## src/rtl/uart_byte_receiver_if.sv

```systemverilog
// Byte-side bundle between the UART receiver and the command decoder.
interface uart_byte_receiver_if;
    logic [7:0] byte_out;
    logic       byte_ready;
    logic       frame_error;
    logic       busy;

    modport master (output byte_out, output byte_ready, output frame_error, output busy);
    modport slave  (input  byte_out, input  byte_ready, input  frame_error, input  busy);
endinterface

```

## src/rtl/uart_byte_receiver.sv

```systemverilog
// Oversampling 8N1 UART receiver: synchronizes rx, deframes one character and
// presents each good byte with a single-cycle ready strobe.
module uart_byte_receiver #(
    parameter int CLKS_PER_BIT = 868,
    parameter int SYNC_STAGES  = 2
) (
    input  logic                  clock,
    input  logic                  reset,
    input  logic                  rx,
    uart_byte_receiver_if.master  rx_bus
);

    localparam int CNT_W = $clog2(CLKS_PER_BIT);
    localparam logic [CNT_W-1:0] LAST_CNT = CNT_W'(CLKS_PER_BIT - 1);
    localparam logic [CNT_W-1:0] HALF_CNT = CNT_W'((CLKS_PER_BIT - 1) / 2);

    typedef enum logic [2:0] {
        IDLE    = 3'd0,
        START   = 3'd1,
        DATA    = 3'd2,
        STOP    = 3'd3,
        CLEANUP = 3'd4
    } state_e;

    state_e                 state_q, state_d;
    logic [CNT_W-1:0]       cnt_q, cnt_d;
    logic [2:0]             bit_idx_q, bit_idx_d;
    logic [7:0]             shift_q, shift_d;
    logic [7:0]             byte_out_q, byte_out_d;
    logic                   ready_q, ready_d;
    logic                   ferr_q, ferr_d;
    logic                   armed_q, armed_d;
    logic [SYNC_STAGES-1:0] sync_q;
    logic                   rx_s;
    logic                   busy_s;

    assign rx_s = sync_q[SYNC_STAGES-1];

    // State and datapath registers, including the rx synchronizer chain.
    always_ff @(posedge clock) begin
        if (!reset) begin
            state_q    <= IDLE;
            cnt_q      <= '0;
            bit_idx_q  <= 3'd0;
            shift_q    <= 8'h00;
            byte_out_q <= 8'h00;
            ready_q    <= 1'b0;
            ferr_q     <= 1'b0;
            armed_q    <= 1'b0;
            sync_q     <= '1;
        end else begin
            state_q    <= state_d;
            cnt_q      <= cnt_d;
            bit_idx_q  <= bit_idx_d;
            shift_q    <= shift_d;
            byte_out_q <= byte_out_d;
            ready_q    <= ready_d;
            ferr_q     <= ferr_d;
            armed_q    <= armed_d;
            sync_q     <= {sync_q[SYNC_STAGES-2:0], rx};
        end
    end

    // Next-state and clock-counter logic; the counter clears on every transition.
    always_comb begin
        state_d = state_q;
        cnt_d   = cnt_q + CNT_W'(1);
        case (state_q)
            IDLE: begin
                cnt_d = '0;
                if (armed_q && !rx_s) begin
                    state_d = START;
                end else begin
                    state_d = IDLE;
                end
            end
            START: begin
                if (cnt_q == HALF_CNT) begin
                    cnt_d   = '0;
                    state_d = rx_s ? IDLE : DATA;
                end else begin
                    state_d = START;
                end
            end
            DATA: begin
                if (cnt_q == LAST_CNT) begin
                    cnt_d   = '0;
                    state_d = (bit_idx_q == 3'd7) ? STOP : DATA;
                end else begin
                    state_d = DATA;
                end
            end
            STOP: begin
                if (cnt_q == LAST_CNT) begin
                    cnt_d   = '0;
                    state_d = CLEANUP;
                end else begin
                    state_d = STOP;
                end
            end
            CLEANUP: begin
                cnt_d   = '0;
                state_d = IDLE;
            end
            default: begin
                cnt_d   = '0;
                state_d = IDLE;
            end
        endcase
    end

    // Shift register, output byte, strobes and the re-arm flag that blocks a held-low line.
    always_comb begin
        bit_idx_d  = bit_idx_q;
        shift_d    = shift_q;
        byte_out_d = byte_out_q;
        ready_d    = 1'b0;
        ferr_d     = 1'b0;
        armed_d    = armed_q;
        busy_s     = (state_q != IDLE);
        case (state_q)
            IDLE: begin
                bit_idx_d = 3'd0;
                armed_d   = armed_q | rx_s;
            end
            START: begin
                bit_idx_d = 3'd0;
            end
            DATA: begin
                if (cnt_q == LAST_CNT) begin
                    shift_d   = {rx_s, shift_q[7:1]};
                    bit_idx_d = bit_idx_q + 3'd1;
                end else begin
                    shift_d = shift_q;
                end
            end
            STOP: begin
                if (cnt_q == LAST_CNT) begin
                    if (rx_s) begin
                        byte_out_d = shift_q;
                        ready_d    = 1'b1;
                    end else begin
                        ferr_d = 1'b1;
                    end
                end else begin
                    ready_d = 1'b0;
                end
            end
            CLEANUP: begin
                armed_d = rx_s;
            end
            default: begin
                armed_d = 1'b0;
            end
        endcase
    end

    assign rx_bus.byte_out    = byte_out_q;
    assign rx_bus.byte_ready  = ready_q;
    assign rx_bus.frame_error = ferr_q;
    assign rx_bus.busy        = busy_s;

endmodule

```

## src/flat_wrapper.sv

```systemverilog
// flat-port wrapper written by rule: the top's interface ports become plain ports
module uart_byte_receiver_flat 
#(
    parameter int CLKS_PER_BIT = 868,
    parameter int SYNC_STAGES  = 2
)
  (clock, reset, rx, rx_bus_byte_out, rx_bus_byte_ready, rx_bus_frame_error, rx_bus_busy);
  uart_byte_receiver_if rx_bus_i ();
  input  logic clock;
  input  logic reset;
  input  logic rx;
  output wire logic [$bits(rx_bus_i.byte_out)-1:0] rx_bus_byte_out;
  output wire logic [$bits(rx_bus_i.byte_ready)-1:0] rx_bus_byte_ready;
  output wire logic [$bits(rx_bus_i.frame_error)-1:0] rx_bus_frame_error;
  output wire logic [$bits(rx_bus_i.busy)-1:0] rx_bus_busy;
  assign rx_bus_byte_out = rx_bus_i.byte_out;
  assign rx_bus_byte_ready = rx_bus_i.byte_ready;
  assign rx_bus_frame_error = rx_bus_i.frame_error;
  assign rx_bus_busy = rx_bus_i.busy;
  uart_byte_receiver #(.CLKS_PER_BIT(CLKS_PER_BIT), .SYNC_STAGES(SYNC_STAGES)) u_core (.clock(clock), .reset(reset), .rx(rx), .rx_bus(rx_bus_i));
endmodule
```

## config.mk

```make
export PLATFORM = sky130hd
export DESIGN_NAME = uart_byte_receiver_flat
export DESIGN_NICKNAME = d
export VERILOG_FILES = /design/src/rtl/uart_byte_receiver_if.sv /design/src/rtl/uart_byte_receiver.sv /design/src/flat_wrapper.sv
export SDC_FILE = /design/constraint.sdc
export NUM_CORES = 1
export LEC_CHECK = 0
export ABC_AREA = 1
export BUFFER_PORTS_ARGS = -buffer_cell sky130_fd_sc_hd__buf_2
export CAP_MARGIN = 0
export CORE_MARGIN = 3
export CORE_UTILIZATION = 50
export DETAILED_ROUTE_END_ITERATION = 12
export GPL_ROUTABILITY_DRIVEN = 1
export PLACE_DENSITY_LB_ADDON = 0.12
export SYNTH_ARGS = -nofsm -noshare
export SYNTH_HDL_FRONTEND = slang
export SYNTH_SLANG_ARGS = --single-unit
```

## constraint.sdc

```tcl
create_clock -name clock -period 1.6 [get_ports clock]
set_input_delay 0 -clock clock [delete_from_list [all_inputs] [get_ports clock]]
set_output_delay 0 -clock clock [all_outputs]
set_load 0.05 [all_outputs]
```

### Word level (Yosys, flattened, before mapping)

Index checks and enable logic that the tools add are counted.

* flip-flop bits (word level): 37
* bits in latches: 0
* memory bits (writable): 0
* memory bits (read-only): 0
* output and inout bits: 11
* logic and storage cells: 47
* memories: 0

* add/sub/neg operators: 2
* multiply operators: 0
* divide/modulo/power cells: 0
* magnitude comparators: 0
* eq/ne operators: 8
* shifts and indexed selects: 0
* muxes and demuxes: 15
* bitwise logic cells: 1
* reduce and logical (&&, ||, !) cells: 12

Operators by type and width (number)
* 10-bit 2-to-1 mux: 2
* 10-bit case mux with 2 select lines: 1
* 3-bit 2-to-1 mux: 4
* 3-bit case mux with 4 select lines: 1
* 10-bit by 1-bit adder with 10-bit output, second input constant: 1
* 10-bit == test, second input constant: 1
* 10-bit by 9-bit == test with 1-bit output, second input constant: 1
* 3-bit by 2-bit == test with 1-bit output, second input constant: 2
* 3-bit == test, second input constant: 2
* 3-bit case mux with 2 select lines: 1
* 3-bit AND reduction: 2
* 1-bit 2-to-1 mux: 4
* 2-bit AND reduction: 2
* 2-bit OR reduction: 2
* 3-bit by 1-bit adder with 3-bit output, second input constant: 1
* 3-bit by 1-bit == test with 1-bit output, second input constant: 1
* 3-bit zero test: 1
* 1-bit case mux with 3 select lines: 1
* 3-bit nonzero test: 1
* 3-bit OR reduction: 1
* 2-bit 2-to-1 mux: 1
* 2-bit by 1-bit != test with 1-bit output, second input constant: 1
* 2-bit nonzero test: 1
* 1-bit logical AND: 1
* 2 further kinds: 2

### Logic depth before layout (Yosys ltp)

Gate-level depths: netlist of run 1.

* word-level depth: 4
* mapped depth: 9
* mapped depth without buffers: 9

### Worst setup path after synthesis of run 1

No wires, ideal clock.

* kind: register to register
* start: register u_core.cnt_q[0]
* end: register u_core.shift_q[6]
* arrival: 1222 ps
* required time: 1484 ps
* path slack: 262 ps
* cell stages (with the launch flop): 8
* buffers on the path: 1
* period minus slack after synthesis: 1338 ps
* cells stage by stage: dfxtp_1 > ha_1 > nand3_2 > nor2_4 > nand3_4 > buf_6 > o21ai_1 > a21oi_1

* longest elaborated chain between the ends: 2

RTL lines
* from (decl): line uart_byte_receiver.sv:26 `logic [CNT_W-1:0] cnt_q, cnt_d;`
* from (signal assigned): line uart_byte_receiver.sv:53 `cnt_q <= cnt_d;`
* 10-bit == test: line uart_byte_receiver.sv:130 `if (cnt_q == LAST_CNT) begin`
* 2-bit AND reduction (no line)
* to (signal assigned): line uart_byte_receiver.sv:55 `shift_q <= shift_d;`
* to (decl): line uart_byte_receiver.sv:28 `logic [7:0] shift_q, shift_d;`

No other way between the ends.
A chain may end at the register's enable or synchronous reset.

### Worst setup path after layout of run 1

* start: register u_core.cnt_q[0]
* end: register u_core.bit_idx_q[0]

* longest elaborated chain between the ends: 3

RTL lines
* 10-bit == test: line uart_byte_receiver.sv:130
* 2-bit by 1-bit != test with 1-bit output (no line)
* 2-bit AND reduction (no line)
* to (signal assigned): line uart_byte_receiver.sv:54 `bit_idx_q <= bit_idx_d;`
* to (decl): line uart_byte_receiver.sv:27 `logic [2:0] bit_idx_q, bit_idx_d;`

No other way between the ends.

==> results of run 1 <==
==> worst max path at each step <==
| stage | startpoint | to | cells past startpoint |
|---|---|---|---|
| global route | u_core.cnt_q[0]$_SDFF_PN0_ | u_core.bit_idx_q[2]$_SDFFE_PN0P_ | 8 |
| global placement | u_core.cnt_q[0]$_SDFF_PN0_ | u_core.bit_idx_q[0]$_SDFFE_PN0P_ | 7 |
| CTS | u_core.cnt_q[0]$_SDFF_PN0_ | u_core.bit_idx_q[0]$_SDFFE_PN0P_ | 7 |
| finish | u_core.cnt_q[0]$_SDFF_PN0_ | u_core.bit_idx_q[0]$_SDFFE_PN0P_ | 7 |
| detailed placement | u_core.cnt_q[0]$_SDFF_PN0_ | u_core.bit_idx_q[0]$_SDFFE_PN0P_ | 7 |
| floorplan | u_core.cnt_q[0]$_SDFF_PN0_ | u_core.shift_q[6]$_SDFFE_PN0P_ | 7 |
==> repair_timing <==
item | CTS | global route
hold buffers | 1 | 0
endpoints found under the hold margin | 1 | 0
resized for setup | 0 | 2
buffers inserted | 0 | 3
endpoints found under the setup margin | 0 | 20
==> cells in the final DEF (no fill, tap or decap), drive strengths merged <==
| cell | n |
|---|---|
| nor2 | 50 |
| dfxtp | 37 |
| nand2 | 26 |
| inv | 24 |
| o21ai | 18 |
| buf | 17 |
| nand3 | 11 |
| a21oi | 10 |
| clkbuf | 7 |
| xor2 | 6 |
| ha | 4 |
| or2 | 3 |
| nor3 | 3 |
| clkinv | 3 |
| nor4 | 2 |
| nand4 | 1 |
| o21a | 1 |
| nand3b | 1 |
| o21bai | 1 |
| xnor2 | 1 |
| dlygate4sd3 | 1 |
==> power breakdown <==
part	total, mW	switching, mW	internal, mW
Clock	0.559	0.304	0.255
Combinational	0.0435	0.0277	0.0157
Sequential	0.929	0.00358	0.926
Total	1.53	0.336	1.20
==> stage by stage <==
stage | cells | hold slack [ns] | power (mW) | cell area, um2 | worst slack (ns)
2_1_floorplan | 204 | 0.1066 | 0.9805 | 1597 | 0.2617
3_3_place_gp | 257 | 0.1876 | 0.9902 | 1703 | 0.1507
3_5_place_dp | 257 | 0.1926 | 0.9917 | 1703 | 0.06148
4_1_cts | 266 | 0.001422 | 1.544 | 1783 | 0.05275
5_1_grt | 269 | 0.01599 | 1.597 | 1813 | 0.0007732
6_report | 269 | 0.004481 | 1.532 | 1813 | 0.1203
==> cells in the mapped netlist (all sizes together), types with 2 or more instances <==
cell / n / share of area, %
dfxtp: 37 / 46
inv: 24 / 5.6
nor4: 2 / 0.78
nor2: 50 / 13
a21oi: 10 / 3.1
clkinv: 2 / 0.55
or2: 3 / 1.2
nand2: 26 / 6.7
xor2: 6 / 3.3
ha: 4 / 3.1
o21ai: 18 / 5.9
nor3: 3 / 0.94
clkbuf: 2 / 0.47
nand3: 11 / 4.5
==> worst max-delay path, stage by stage, from the launching register on <==
cell	delay, ns
dfxtp_1	0.39
ha_2	0.23
nand3_2	0.10
nor2_4	0.17
nand3_4	0.17
nand2_2	0.15
o21a_1	0.14
nor2_1	0.04
==> final cells by class <==
cell class / instances / share of cell area [%]
Tap cell: 42 / 2.899
Inverter: 26 / 5.452
Multi-Input combinational cell: 138 / 41.13
Clock inverter: 1 / 0.2761
Sequential cell: 37 / 40.86
Timing Repair Buffer: 18 / 5.797
Clock buffer: 7 / 3.589
==> state kept, by name (all words and copies together) (netlist names) <==
name	count
u_core.state_q	3
u_core.shift_q	8
u_core.cnt_q	10
u_core.rx_bus.frame_error	1
u_core.rx_bus.byte_ready	1
u_core.armed_q	1
u_core.bit_idx_q	3
u_core.rx_bus.byte_out	8
u_core.sync_q	2
==> metal layers <==
metal  wire length (um)  GRT usage, %  part of all wire, %  up-vias
li1                   -             -                    -      687
met3                121         4.496                  4.4        7
met2               1241         24.63                   45       24
met4                 65         8.264                  2.3        0
met1               1344         18.20                   48      561
met5                  0             0                    0        -
==> kinds of logic after synthesis <==
family	count (synthesis)	share of synthesized area (%)
xor gates and xnor gates	7	3.840
adders and majority gates	4	3.135
AOI/OAI and AO/OA	30	9.953
and+or+nand+nor	97	29.31
buffers and inverters	29	7.367
DFF	37	46.39
==> reports/metrics.cfg, run 1 <==
[synth]
ys_ff_latch=37
synthCells=204
synth_edf_count=0
synth_ff_type=dfxtp_1
ys_seq_area_share_pct=46.39
netlist_area_um2=1597
synth_area_per_cell_um2=7.826
synthArstFlopShare_pct=0
yosysWarnings=0
synth_cell_types=29
synth_nets=211

[cells_and_area]
drive_gt1_share_pct=19.38
register_area_um2=740.7
nFillCells=260
multi_input_area_um2=745.7
area_growth_pct=13.56
num-nets-final=233
finish.utilization_pct=62.51
insertedDiodeCount=0

[timing]
min_period_ns=1.480
max_freq_mhz=675.8
period_share_pct=92.48
drv_slew=0
finalSetupViolations=0
hold_violations=0
worst_pin_slew_ns=0.3632
grt_setup_unrepaired=no
fin_tns_setup_ns=0
relSlewSlack_pct=75.60
clock_skew_ns=0.009803

[placement]
place_hpwl_mm=2.022
place.gp.congestion=0.8355
portBuffers=13

[clock_network]
root_buffer=clkbuf_4
cts_buffer_depth=2
cts_buffers=5
clk_latency_ns=0.35
cts_tree=done
htreeDepth=2
cts_sinks=37
path_clk_slew_ns=0.11

[pwr]
peakVddDrop_uv=554.3
power_density_nw_per_um2=844.9
power.leakage_nw=0.7754

[setup_path]
reg2reg_slack_ns=0.12
cp.required_ns=1.85
timing.rr.end=u_core.bit_idx_q[0]$_SDFFE_PN0P_
start_kind=flip-flop
worst-path-max-fanout=14
reg2regPathDepth=7
r2r_start=u_core.cnt_q[0]$_SDFF_PN0_
arrival_ns=1.73
cp-end-kind=flip-flop
path_class=flip-flop to flip-flop

[route]
firstDrtPassIters=4
drt_iter0_markers=53
wirelength_mm=2.773
drc_errors=0
viasPerCell=4.755
vias=1279
wl_per_cell_um=10.31
ant_nets=0

[die]
die_area_um2=3907
fp-row-count=19
core_area_um2=2900
die_width_um=62.51
initial_core_util_pct=55.05
die_h_um=62.51
ios=14

[flow_run]
maxCapViolations=0

[global_route]
grt_remaining_overflow=0
grt_pass1_wl_mm=4.788
grt_max_degree=21
grt.total_usage_pct=15.29
grt_antenna_before_repair=0
grt_pass1_vias=1160

[min_path]
whs_path_depth=3
hp-class=primary input to flip-flop
min-delay-start=reset
min_delay_worst_endpoint=u_core.shift_q[5]$_SDFFE_PN0P_

[run_status]
status=completed

Power figures use the tool's default switching activity.
==> inputs of run 2 (changes only) <==
--- a/config.mk
+++ b/config.mk
@@ -6,11 +6,11 @@
 export NUM_CORES = 1
 export LEC_CHECK = 0
 export ABC_AREA = 1
-export BUFFER_PORTS_ARGS = -buffer_cell sky130_fd_sc_hd__buf_2
 export CAP_MARGIN = 0
 export CORE_MARGIN = 3
 export CORE_UTILIZATION = 50
 export DETAILED_ROUTE_END_ITERATION = 12
+export DONT_BUFFER_PORTS = 1
 export GPL_ROUTABILITY_DRIVEN = 1
 export PLACE_DENSITY_LB_ADDON = 0.12
 export SYNTH_ARGS = -nofsm -noshare
==> run 2 against run 1 <==
Against the previous run:
- power decreased by 0.67%
- critical endpoint is now u_core.cnt_q[0]$_SDFF_PN0_
- critical path type unchanged
- setup slack better by 0.013 ns
- count of clock-buffer cells in the layout did not move
==> reports/metrics.cfg, run 2 (synthesis results as in run 1) <==
[route]
drc_errors=0  ; unchanged
drt_iter0_markers=43  ; -19%
firstDrtPassIters=4  ; unchanged
vias=1288  ; +0.70%
wl_per_cell_um=10.69  ; +3.7%
viasPerCell=4.824  ; +1.5%
ant_nets=0  ; unchanged
wirelength_mm=2.854  ; +2.9%

[pwr]
peakVddDrop_uv=580.8  ; +4.8%
power.leakage_nw=0.7558  ; -2.5%
power_density_nw_per_um2=826.1  ; -2.2%

[timing]
worst_pin_slew_ns=0.5225  ; +0.1593 ns
worst_slack_ns=0.1331  ; +0.01286 ns
hold_violations=0  ; unchanged
min_period_ns=1.467  ; -0.01285 ns
drv_slew=0  ; unchanged
fin_tns_setup_ns=0  ; unchanged
max_freq_mhz=681.7  ; +0.88%
period_share_pct=91.68  ; -0.80 points
relSlewSlack_pct=65.05  ; -11 points
finalSetupViolations=0  ; unchanged
grt_setup_unrepaired=no
clock_skew_ns=0.01219  ; +0.002392 ns

[setup_path]
crit_top_cell=nand2_1
cp.required_ns=1.84  ; about the same
crit_family=simple AND/OR/NAND/NOR gates
crit_cells=8  ; +1
crit_path_end=u_core.cnt_q[0]$_SDFF_PN0_
cp-end-kind=flip-flop
worst-path-max-fanout=10  ; -4
r2r_start=u_core.cnt_q[1]$_SDFF_PN0_
timing.rr.end=u_core.cnt_q[0]$_SDFF_PN0_
arrival_ns=1.70  ; -0.03 ns
path_class=flip-flop to flip-flop
reg2regPathDepth=8  ; +1
worstSetupStartpoint=u_core.cnt_q[1]$_SDFF_PN0_
path_buf_inv=0  ; unchanged
cp_cell_sequence=ha_2 > nand3_2 > nor2_4 > nand2_1 > nand2_1 > nand2_1 > nand2_4 > nor2_1
cpPeakStageDelay_ns=0.37  ; -0.02 ns
reg2reg_slack_ns=0.13  ; about the same
slowest_stage=dfxtp_1
start_kind=flip-flop

[die]
core_area_um2=2900  ; unchanged
die_area_um2=3907  ; unchanged
die_width_um=62.51  ; unchanged
initial_core_util_pct=55.05  ; unchanged
ios=14  ; unchanged
fp-row-count=19  ; unchanged
die_h_um=62.51  ; unchanged

[global_route]
grt_pass1_wl_mm=5.050  ; +5.5%
grt_remaining_overflow=0  ; unchanged
grt_antenna_before_repair=0  ; unchanged
grt_max_degree=20  ; -4.8%
grt_pass1_vias=1234  ; +6.4%
grt.total_usage_pct=15.88  ; +0.59 points

[run_status]
status=completed

[cells_and_area]
insertedDiodeCount=0  ; unchanged
nFillCells=267  ; +2.7%
final_cell_mix=nor2_1, dfxtp_1, nand2_1, inv_1, o21ai_0
finish.utilization_pct=63.50  ; +0.99 points
drive_gt1_share_pct=17.78  ; -1.6 points
final_common_cell=nor2_1
largest_reg_flops=10  ; unchanged
area_growth_pct=15.36
num-nets-final=231  ; -0.86%
regMostFlops=u_core.cnt_q
stdcell_area_um2=1842  ; +1.6%

[clock_network]
path_clk_slew_ns=0.10  ; about the same
clk_latency_ns=0.35  ; about the same
cts_buffer_depth=2  ; unchanged
cts_tree=done
cts_sinks=37  ; unchanged
root_buffer=clkbuf_4
cts_buffers=5  ; unchanged
htreeDepth=2  ; unchanged

[placement]
place_area_um2=1690  ; -0.73%
pre_cts_ws_ns=0.07742  ; +0.01594 ns
portBuffers=0  ; -13
place_hpwl_mm=2.029  ; +0.33%
place.gp.congestion=0.8042  ; -3.7%

[min_path]
hp-class=primary input to flip-flop

[flow_run]
maxCapViolations=0  ; unchanged

==> run 2: worst reg2reg max path: stages (launching register included) <==
cell and delay [ns]:
dfxtp_1 0.37, ha_2 0.22, nand3_2 0.10, nor2_4 0.22
nand2_1 0.12, nand2_1 0.08, nand2_1 0.09, nand2_4 0.13
nor2_1 0.06
==> run 2: what timing repair did <==
item	CTS	global route
hold buffers	4	0
setup buffers	0	3
resized for setup	0	6
endpoints found under the hold margin	27	0
endpoints found under the setup margin	0	9
==> run 2: routing by layer <==
metal	vias up	GRT usage, %	share of wire (%)
met3	6	6.115	4.7
met2	25	25.83	49
met4	0	6.061	1.6
met1	572	18.84	44
met5	-	0	0
li1	685	-	-
==> run 2: report_power, final <==
part / total (mW) / switching [mW] / internal [mW]
Clock: 0.548 / 0.293 / 0.255
Combinational: 0.0444 / 0.0273 / 0.0172
Sequential: 0.929 / 0.00371 / 0.926
==> run 2: how the worst min path moves through the flow <==
| stage | startpoint | to | depth (start not counted) |
|---|---|---|---|
| 2_1_floorplan | rx | u_core.sync_q[0]$_SDFF_PN1_ | 1 |
| 3_5_place_dp | rx | u_core.sync_q[0]$_SDFF_PN1_ | 1 |
| 6_report | reset | u_core.cnt_q[6]$_SDFF_PN0_ | 4 |
| 5_1_grt | reset | u_core.cnt_q[9]$_SDFF_PN0_ | 4 |
| 3_3_place_gp | rx | u_core.sync_q[0]$_SDFF_PN1_ | 1 |
| 4_1_cts | reset | u_core.cnt_q[6]$_SDFF_PN0_ | 4 |
==> run 2: through the flow <==
| stage | std cells | total power [mW] | hold WS, ns |
|---|---|---|---|
| 6_report | 267 | 1.522 | 0.01821 |
| 5_1_grt | 267 | 1.596 | 0.02058 |
| 4_1_cts | 263 | 1.539 | 0.03551 |
| 3_5_place_dp | 251 | 0.9814 | 0.1136 |
| 3_3_place_gp | 251 | 0.9802 | 0.1102 |
| 2_1_floorplan | 204 | 0.9805 | 0.1066 |
==> run 2: area by class of cell <==
type / count / area [um2] / area share [%]
clock buffers: 7 / 65.06 / 3.533
inverters: 26 / 98.84 / 5.367
repair buffers: 15 / 122.6 / 6.658
flip-flops and latches: 37 / 742.0 / 40.29
well taps: 42 / 52.55 / 2.853
multi-input cells: 139 / 755.7 / 41.03
clock inverters: 1 / 5.005 / 0.2717
==> inputs of run 3 (changes only) <==
--- a/config.mk
+++ b/config.mk
@@ -12,7 +12,7 @@
 export DETAILED_ROUTE_END_ITERATION = 12
 export DONT_BUFFER_PORTS = 1
 export GPL_ROUTABILITY_DRIVEN = 1
-export PLACE_DENSITY_LB_ADDON = 0.12
+export PLACE_DENSITY_LB_ADDON = 0.25
 export SYNTH_ARGS = -nofsm -noshare
 export SYNTH_HDL_FRONTEND = slang
 export SYNTH_SLANG_ARGS = --single-unit
==> run 3 against run 2 <==
Against the previous run:
- first-iteration DRC count is 21% higher
- combinational power is 8.3% lower
- critical path type unchanged
- final area is 0.61% lower
- core utilization is 0.39 points lower
- wire length is 1.9% lower
- register-to-register slack better by 0.02 ns
- fmax is 1.4% higher
- sequential share of layout area is 0.25 points higher
==> reports/metrics.cfg, run 3 (synthesis results as in run 1) <==
[timing]
max_freq_mhz=691.0  ; +1.4%
period_share_pct=90.45  ; -1.2 points
worst_pin_slew_ns=0.5590  ; +0.03658 ns
relSlewSlack_pct=62.73  ; -2.3 points
min_period_ns=1.447  ; -0.01974 ns
drv_slew=0  ; unchanged
worst_slack_ns=0.1529  ; +0.01974 ns
hold_violations=0  ; unchanged
fin_tns_setup_ns=0  ; unchanged
grt_setup_unrepaired=no
clock_skew_ns=0.01003  ; -0.002164 ns
finalSetupViolations=0  ; unchanged

[clock_network]
cts_tree=done
cts_buffers=5  ; unchanged
cts_buffer_depth=2  ; unchanged
root_buffer=clkbuf_4
htreeDepth=2  ; unchanged
path_clk_slew_ns=0.11  ; about the same
clk_latency_ns=0.34  ; about the same
cts_sinks=37  ; unchanged

[cells_and_area]
insertedDiodeCount=0  ; unchanged
stdcell_area_um2=1831  ; -0.61%
final_cell_mix=nor2_1, dfxtp_1, nand2_1, inv_1, o21ai_0
largest_reg_flops=10  ; unchanged
final_common_cell=nor2_1
num-nets-final=226  ; -2.2%
area_growth_pct=14.66
regMostFlops=u_core.cnt_q
drive_gt1_share_pct=16.82  ; -0.96 points
finish.utilization_pct=63.11  ; -0.39 points

[die]
fp-row-count=19  ; unchanged
core_area_um2=2900  ; unchanged
ios=14  ; unchanged
die_width_um=62.51  ; unchanged
initial_core_util_pct=55.05  ; unchanged
die_h_um=62.51  ; unchanged
die_area_um2=3907  ; unchanged

[route]
wirelength_mm=2.800  ; -1.9%
vias=1276  ; -0.93%
viasPerCell=4.870  ; +0.96%
drc_errors=0  ; unchanged
drt_iter0_markers=52  ; +21%
ant_nets=0  ; unchanged
firstDrtPassIters=4  ; unchanged
wl_per_cell_um=10.69  ; about the same

[setup_path]
start_kind=flip-flop
cp-end-kind=flip-flop
cp.required_ns=1.85  ; about the same
reg2reg_slack_ns=0.15  ; +0.02 ns
arrival_ns=1.70  ; about the same
path_class=flip-flop to flip-flop
reg2regPathDepth=7  ; -1
timing.rr.end=u_core.shift_q[2]$_SDFFE_PN0P_
worst-path-max-fanout=16  ; +6
r2r_start=u_core.cnt_q[1]$_SDFF_PN0_

[min_path]
hp-class=primary input to flip-flop
whs_path_depth=3  ; -1
min-delay-start=reset
min_delay_worst_endpoint=u_core.shift_q[5]$_SDFFE_PN0P_

[placement]
place_hpwl_mm=2.046  ; +0.81%
portBuffers=0  ; unchanged
place_area_um2=1690  ; unchanged
pre_cts_ws_ns=0.08572  ; +0.008297 ns
place.gp.congestion=0.8561  ; +6.5%

[global_route]
grt_pass1_wl_mm=5.161  ; +2.2%
grt_pass1_vias=1239  ; +0.41%
grt.total_usage_pct=16.48  ; +0.60 points
met2_usage_pct=27.83  ; +2.0 points
met3_usage_pct=6.655  ; +0.54 points
grt_util_met1_pct=18.15  ; -0.69 points
grt_remaining_overflow=0  ; unchanged
grt_antenna_before_repair=0  ; unchanged
grt_max_degree=21  ; +5.0%
busiest_layer=met2

[pwr]
power.leakage_nw=0.7599  ; +0.54%
peakVddDrop_uv=816.1  ; +41%
power_density_nw_per_um2=898.7  ; +8.8%

[run_status]
status=completed

[flow_run]
maxCapViolations=0  ; unchanged

run 3: cell types whose count changed in the layout (fill, tap and decap cells not counted), sizes merged:
cell,before,now
clkinvlp,0,1
dlymetal6s4s,0,1
dlygate4sd3,4,1
clkbuf,7,6
clkinv,3,2
nand3,12,11
bufinv,0,1
buf,11,9
run 3: where the power goes:
group          total [mW]  switching (mW)  internal, mW
Clock               0.675           0.303         0.371
Sequential          0.930         0.00403         0.926
Combinational      0.0407          0.0267        0.0140
Total                1.65           0.334          1.31
run 3: repair_timing:
| action | CTS | global route |
|---|---|---|
| setup buffers | 0 | 1 |
| endpoints found under the hold margin | 27 | 0 |
| hold buffers | 2 | 0 |
| resized for setup | 0 | 4 |
| endpoints found under the setup margin | 0 | 23 |
run 3: worst max-delay path, stage by stage (launching register included):
cell	delay, ns
dfxtp_1	0.38
ha_2	0.23
nand3_2	0.11
nor2_4	0.17
nand3_4	0.11
buf_12	0.16
o21ai_0	0.16
a21oi_1	0.05
run 3: worst max path at each step:
stage	start	to	slack [ns]	depth (start not counted)
global placement	u_core.cnt_q[0]$_SDFF_PN0_	u_core.bit_idx_q[0]$_SDFFE_PN0P_	0.15	7
floorplan	u_core.cnt_q[0]$_SDFF_PN0_	u_core.shift_q[6]$_SDFFE_PN0P_	0.26	7
global route	u_core.cnt_q[1]$_SDFF_PN0_	u_core.cnt_q[0]$_SDFF_PN0_	0.03	8
finish	u_core.cnt_q[1]$_SDFF_PN0_	u_core.shift_q[2]$_SDFFE_PN0P_	0.15	7
detailed placement	u_core.cnt_q[0]$_SDFF_PN0_	u_core.bit_idx_q[0]$_SDFFE_PN0P_	0.09	7
CTS	reset	u_core.cnt_q[0]$_SDFF_PN0_	0.02	5
run 3: final cells by class:
cell class / instances / area (um2)
Multi-Input combinational cell: 138 / 745.7
Clock buffer: 6 / 51.30
Inverter: 26 / 98.84
Clock inverter: 2 / 37.54
Tap cell: 42 / 52.55
Sequential cell: 37 / 742.0
Fill cell: 277 / 1070
Timing Repair Buffer: 11 / 102.6
run 3: routing by layer:
metal	vias up	routed length, um
met2	24	1363
met1	574	1256
li1	673	-
met3	5	132
met4	0	47
met5	-	0
run 3: per-stage QoR:
step	hold slack [ns]	power, mW	cells
detailed placement	0.1110	0.9820	251
CTS	0.2675	1.668	261
global route	0.2830	1.716	262
global placement	0.1106	0.9803	251
floorplan	0.1066	0.9805	204
finish	0.2770	1.645	262
